--- src/rtl/pipe_hazard_ctrl.sv ---
// Bubble/flush scheduler for the 5-stage pipeline: boot purge, load-use/branch hazards, data-memory waits with timeout.
// Optional performance counters are enabled by defining HAZARD_PERF_CNT_EN; otherwise stall_cnt/flush_cnt read 0.
module pipe_hazard_ctrl #(
    parameter int BOOT_FLUSH  = 2,
    parameter int MEM_TIMEOUT = 16
) (
    input  logic        clk,
    input  logic        rst_n,
    input  logic [4:0]  rs1_D,
    input  logic [4:0]  rs2_D,
    input  logic        use_rs1_D,
    input  logic        use_rs2_D,
    input  logic [4:0]  rd_E,
    input  logic        memread_E,
    input  logic        br_E,
    input  logic        mem_req_M,
    input  logic        mem_ready_M,
    output logic        bubbleF,
    output logic        bubbleD,
    output logic        bubbleE,
    output logic        bubbleM,
    output logic        bubbleW,
    output logic        flushD,
    output logic        flushE,
    output logic        flushM,
    output logic        flushW,
    output logic        mem_err,
    output logic [31:0] stall_cnt,
    output logic [31:0] flush_cnt
);

    localparam int WCW = $clog2(MEM_TIMEOUT + 1);
    localparam int BCW = $clog2(BOOT_FLUSH + 1);

    typedef enum logic [1:0] {S_BOOT, S_RUN, S_MWAIT, S_MERR} state_t;

    state_t         r_state, w_state_nxt;
    logic [WCW-1:0] r_wcnt, w_wcnt_nxt, w_wcnt_inc;
    logic [BCW-1:0] r_bcnt, w_bcnt_nxt;

    logic w_mem_stall, w_load_use;
    logic w_hz_bF, w_hz_bD, w_hz_fD, w_hz_fE;
    logic w_bF, w_bD, w_bE, w_bM, w_fD, w_fE, w_fM, w_fW, w_err;

    assign w_mem_stall = mem_req_M & ~mem_ready_M;
    assign w_load_use  = memread_E & (rd_E != 5'd0) &
                         ((use_rs1_D & (rs1_D == rd_E)) | (use_rs2_D & (rs2_D == rd_E)));

    // A taken branch squashes the ID instruction, so it overrides a load-use stall.
    assign w_hz_fD = br_E;
    assign w_hz_fE = br_E | w_load_use;
    assign w_hz_bF = ~br_E & w_load_use;
    assign w_hz_bD = ~br_E & w_load_use;

    assign w_wcnt_inc = r_wcnt + 1'b1;

    always_comb begin
        w_state_nxt = r_state;
        w_wcnt_nxt  = r_wcnt;
        w_bcnt_nxt  = r_bcnt;
        w_bF = 1'b0; w_bD = 1'b0; w_bE = 1'b0; w_bM = 1'b0;
        w_fD = 1'b0; w_fE = 1'b0; w_fM = 1'b0; w_fW = 1'b0;
        w_err = 1'b0;
        case (r_state)
            S_BOOT: begin
                w_bF = 1'b1;
                w_fD = 1'b1; w_fE = 1'b1; w_fM = 1'b1; w_fW = 1'b1;
                w_bcnt_nxt = r_bcnt + 1'b1;
                if (r_bcnt == BCW'(BOOT_FLUSH - 1)) begin
                    w_state_nxt = S_RUN;
                    w_bcnt_nxt  = '0;
                end
            end
            S_RUN: begin
                if (w_mem_stall) begin
                    w_bF = 1'b1; w_bD = 1'b1; w_bE = 1'b1; w_bM = 1'b1; w_fW = 1'b1;
                    w_wcnt_nxt  = WCW'(1);
                    w_state_nxt = (WCW'(1) == WCW'(MEM_TIMEOUT - 1)) ? S_MERR : S_MWAIT;
                end else begin
                    w_bF = w_hz_bF; w_bD = w_hz_bD; w_fD = w_hz_fD; w_fE = w_hz_fE;
                end
            end
            S_MWAIT: begin
                if (mem_ready_M) begin
                    w_bF = w_hz_bF; w_bD = w_hz_bD; w_fD = w_hz_fD; w_fE = w_hz_fE;
                    w_wcnt_nxt  = '0;
                    w_state_nxt = S_RUN;
                end else begin
                    // wcnt counts stall cycles already taken; the last one before abort is MEM_TIMEOUT-1.
                    w_bF = 1'b1; w_bD = 1'b1; w_bE = 1'b1; w_bM = 1'b1; w_fW = 1'b1;
                    w_wcnt_nxt = w_wcnt_inc;
                    if (w_wcnt_inc == WCW'(MEM_TIMEOUT - 1)) begin
                        w_state_nxt = S_MERR;
                    end
                end
            end
            S_MERR: begin
                w_err = 1'b1;
                w_bF = 1'b1; w_bD = 1'b1; w_bE = 1'b1; w_fM = 1'b1;
                w_wcnt_nxt  = '0;
                w_state_nxt = S_RUN;
            end
            default: begin
                w_state_nxt = S_BOOT;
            end
        endcase
    end

    always_ff @(posedge clk or negedge rst_n) begin
        if (!rst_n) begin
            r_state <= S_BOOT;
            r_wcnt  <= '0;
            r_bcnt  <= '0;
        end else begin
            r_state <= w_state_nxt;
            r_wcnt  <= w_wcnt_nxt;
            r_bcnt  <= w_bcnt_nxt;
        end
    end

    assign bubbleF = w_bF;
    assign bubbleD = w_bD;
    assign bubbleE = w_bE;
    assign bubbleM = w_bM;
    assign bubbleW = 1'b0;
    assign flushD  = w_fD;
    assign flushE  = w_fE;
    assign flushM  = w_fM;
    assign flushW  = w_fW;
    assign mem_err = w_err;

`ifdef HAZARD_PERF_CNT_EN
    logic [31:0] r_stall_cnt, r_flush_cnt;
    logic        w_br_taken, w_stall_inc;

    assign w_br_taken  = br_E & (((r_state == S_RUN) & ~w_mem_stall) |
                                 ((r_state == S_MWAIT) & mem_ready_M));
    assign w_stall_inc = w_bF & (r_state != S_BOOT);

    always_ff @(posedge clk or negedge rst_n) begin
        if (!rst_n) begin
            r_stall_cnt <= '0;
            r_flush_cnt <= '0;
        end else begin
            if (w_stall_inc) r_stall_cnt <= r_stall_cnt + 32'd1;
            if (w_br_taken)  r_flush_cnt <= r_flush_cnt + 32'd1;
        end
    end

    assign stall_cnt = r_stall_cnt;
    assign flush_cnt = r_flush_cnt;
`else
    assign stall_cnt = '0;
    assign flush_cnt = '0;
`endif

endmodule
--- config.mk ---
export PLATFORM = sky130hd
export DESIGN_NAME = pipe_hazard_ctrl
export DESIGN_NICKNAME = d
export VERILOG_FILES = /design/src/rtl/pipe_hazard_ctrl.sv
export SDC_FILE = /design/constraint.sdc
export NUM_CORES = 1
export LEC_CHECK = 0
export ABC_CLOCK_PERIOD_IN_PS = 2100
export BUFFER_PORTS_ARGS = -buffer_cell sky130_fd_sc_hd__buf_2
export CORE_ASPECT_RATIO = 1.2
export CORE_MARGIN = 2
export CORE_UTILIZATION = 41
export DETAILED_ROUTE_END_ITERATION = 16
export PLACE_DENSITY = 0.92
export SETUP_SLACK_MARGIN = 0.1
export SYNTH_ARGS = -nofsm -noshare
export SYNTH_HDL_FRONTEND = slang
export SYNTH_SLANG_ARGS = --single-unit
--- constraint.sdc ---
create_clock -name clk -period 2.1 [get_ports clk]
set_input_delay 0.21 -clock clk [delete_from_list [all_inputs] [get_ports clk]]
set_output_delay 0.21 -clock clk [all_outputs]
set_load 0.005 [all_outputs]
==> impl_metrics.toml <==
[outcome]
run_status = "completed"

[sta]
max_clock_skew_ns = 0.00202
setup_repair_after_global_routing_missed_its_margin = "yes"
period_minus_slack_ns = 2.01
achievable-frequency_mhz = 498
hold_violations = 0
timing.setup.tns_ns = 0
slew_viol_final = 0
setup_viol = 0
fin_worst_hold_slack_ns = 0.330
layout_worst_path_cycle_share = 0.956

[power_and_ir_drop]
power.share.sequential = 0.208
power.internal_uw = 713
leakagePower_uw = 0.000738
power_switching_uw = 563
totalPowerFinal_uw = 1280
vdd_ir_drop_max_mv = 0.597
switching_share = 0.441
power_frac_clock = 0.096
combinationalPowerShare = 0.696
power.density_nw_per_um2 = 935

[global_route]
grt.total_usage = 0.114
global_route.usage.met2 = 0.220
use_met1 = 0.111
number_of_global_route_vias_before_repair = 799
peak_usage_layer_in_the_global_routing_report = "met2"
grt_max_degree = 11
grt_pass1_wl_mm = 3.31
globalRouteMet3Util = 0.0217
antenna_found_initial = 0
global_route.overflow_total = 0

[routing]
vias = 974
first_pass_iters = 4
drc = 0
detail_route.wl_per_cell_um = 9.15
route.detailed.vias_per_inst = 4.18
drtAntennaViolNets = 0
initialDrtViolationCount = 16
routed_wirelength_mm = 2.13

[floorplanning]
floorplan.io_pins = 97
die_area_um2 = 3620
fp.dieW_um = 55.3
num_rows = 22
core_region_area_um2 = 3030
die_height_um = 65.5
start_util = 0.427

[setup_path]
critical_path_depth = 5
worstReg2RegStart = "r_state[0]"
setup.worst_path.class = "reg -> out"
timing.critical_path.from_type = "register"
critical_path_buf_inv_count = 2
cpLargestDelayFamily = "flip-flops"
crit_start = "r_state[0]"
critical_path_required_ns = 1.89
critical_path.reg2reg.endpoint = "r_state[1]"
cp_cell_sequence = "ha_4 > buf_4 > or3_1 > a221o_1 > buf_2"
critPathCapture = "bubbleF"
worstSetupEndpointType = "output port"
cp_data_arrival_time_ns = 1.80
reg2reg_slack_ns = 0.30
critical-path-max-stage-delay_ns = 0.45
r2r.worst_path.cells = 6
crit_path_max_fanout = 6
cp_slowest_cell = "sky130_fd_sc_hd__dfrtp_2"

[synthesis]
synthesis.yosys.warnings = 0
synthCells = 160
synth_area_leaders = "sky130_fd_sc_hd__buf_4 38%, sky130_fd_sc_hd__dfrtp_1 17%, sky130_fd_sc_hd__ha_1 6.8%, sky130_fd_sc_hd__xor2_1 6.8%, sky130_fd_sc_hd__nor2_1 2.9%"
synth.lib_cells_used.distinct = 34
synth_top_cell_by_area = "sky130_fd_sc_hd__buf_4"
synthFlopType = "sky130_fd_sc_hd__dfrtp_1"
ys_seq_area_frac = 0.174
yosysMostFrequentCell = "sky130_fd_sc_hd__buf_4"
postSynthRegisterBits = 9
synth.top_cells.by_count = "65 x sky130_fd_sc_hd__buf_4, 10 x sky130_fd_sc_hd__nor2_1, 10 x sky130_fd_sc_hd__xor2_1, 9 x sky130_fd_sc_hd__dfrtp_1, 7 x sky130_fd_sc_hd__ha_1"
mappedNetlistArea_um2 = 1290
postSynth.asyncResetShare = 1.00
synth.top_cell.area_share = 0.378
syn_area_per_cell_um2 = 8.08
synth_edf_count = 0

[clock_tree]
cts_tree = "built"
cts.sinks = 9
cts_root_buf = "sky130_fd_sc_hd__clkbuf_4"
ctsLongestPathBuffers = 2
clk_latency_ns = 0.25
clock_pin_slew_of_the_registers_on_the_worst_case_setup_and_hold_paths_ns = 0.06
numCtsBuffers = 3
htreeDepth = 1

[place]
dp.final_hpwl_mm = 1.72
gpl.final_weighted_congestion = 0.740
numPortBuffers = 31

[cells_and_area]
synthToLayoutAreaGrowth_pct = 5.61
antenna_cells = 0
layout.filler_cells = 288
multi_input_gate_area_um2 = 828
drive_gt1_frac = 0.279
seq_area_um2 = 226
final_nets = 228
postLayoutCoreUtil = 0.451

[hold_path]
hold_class = "in -> async"

[job]
cap_viol_max_count = 0
placed cells by master, fill, tap and decap left out, types with 2 or more instances in the layout:
master	count
sky130_fd_sc_hd__inv_2	2
sky130_fd_sc_hd__inv_1	2
sky130_fd_sc_hd__ha_1	4
sky130_fd_sc_hd__nand3_1	2
sky130_fd_sc_hd__ha_4	3
sky130_fd_sc_hd__nor4_1	2
sky130_fd_sc_hd__a21oi_1	5
sky130_fd_sc_hd__xor2_1	10
sky130_fd_sc_hd__nand2b_1	3
sky130_fd_sc_hd__buf_2	31
sky130_fd_sc_hd__xnor2_1	3
sky130_fd_sc_hd__nand2_1	3
sky130_fd_sc_hd__o21ai_2	3
sky130_fd_sc_hd__conb_1	65
sky130_fd_sc_hd__o31ai_1	2
sky130_fd_sc_hd__dfrtp_1	8
sky130_fd_sc_hd__buf_4	7
sky130_fd_sc_hd__o22ai_1	2
sky130_fd_sc_hd__mux2i_1	2
sky130_fd_sc_hd__o21ai_0	3
sky130_fd_sc_hd__nor3_1	4
sky130_fd_sc_hd__nor2_1	10
sky130_fd_sc_hd__clkbuf_4	3
how the worst min path moves through the flow:
stage / start / slack, ns / to
after floorplan: rst_n / -0.09 / r_bcnt[0]
after global placement: rst_n / 0.06 / r_wcnt[2]
after detailed placement: rst_n / 0.07 / r_wcnt[4]
after CTS: rst_n / 0.33 / r_wcnt[4]
after global routing: rst_n / 0.34 / r_wcnt[2]
final: rst_n / 0.33 / r_wcnt[4]
worst reg2reg max path: stages (launching register included):
cell and delay (ns):
sky130_fd_sc_hd__dfrtp_2 0.45, sky130_fd_sc_hd__inv_4 0.11, sky130_fd_sc_hd__ha_4 0.16, sky130_fd_sc_hd__buf_4 0.13, sky130_fd_sc_hd__nand2b_1 0.19, sky130_fd_sc_hd__o21ai_1 0.28, sky130_fd_sc_hd__mux2_2 0.37
final cells by class:
type,instances,share of cell area
inverters,5,0.0156
flip-flops and latches,9,0.166
well taps,36,0.0330
repair buffers,39,0.159
clock buffers,4,0.0192
multi-input cells,140,0.607
layer usage:
| layer | up-vias | part of all wire |
|---|---|---|
| met1 | 442 | 0.35 |
| li1 | 475 | - |
| met5 | - | 0 |
| met2 | 57 | 0.57 |
| met4 | 0 | 0 |
| met3 | 0 | 0.079 |
flip-flops by register name, summed over array words and instances, names as in the netlist:
register / flops
r_state: 2
r_wcnt: 5
r_bcnt: 2
power by group through the flow:
stage | logic, uW | registers (uW) | clock network (uW)
final | 888 | 266 | 123
after detailed placement | 706 | 259 | 0
after floorplan | 576 | 251 | 0
after global placement | 683 | 255 | 0
after global routing | 979 | 272 | 142
after CTS | 775 | 254 | 131
stage by stage:
step | cells | cell area [um2] | worst slack [ns]
final | 233 | 1370 | 0.0918
after global routing | 233 | 1370 | 0.0508
after CTS | 230 | 1310 | 0.0646
after detailed placement | 222 | 1230 | 0.166
after global placement | 222 | 1230 | 0.239
after floorplan | 224 | 1530 | 0.302
cell families after synthesis:
kind of cell / count (synthesis) / synth area share
DFF: 9 / 0.174
adders and majority gates: 7 / 0.0678
other: 1 / 0.00290
muxes: 3 / 0.0242
AOI/OAI and AO/OA: 22 / 0.109
xor gates and xnor gates: 13 / 0.0881
and+or+nand+nor: 30 / 0.126
buffers and inverters: 75 / 0.408
repair_timing:
item | in CTS | in global routing
setup endpoints to repair | 2 | 3
pin swaps | 2 | 1
buffers inserted | 3 | 3
hold buffers | 1 | 0
cloned | 0 | 0
hold endpoints to repair | 9 | 0
resized for setup | 8 | 7
Power figures use the tool's default switching activity.
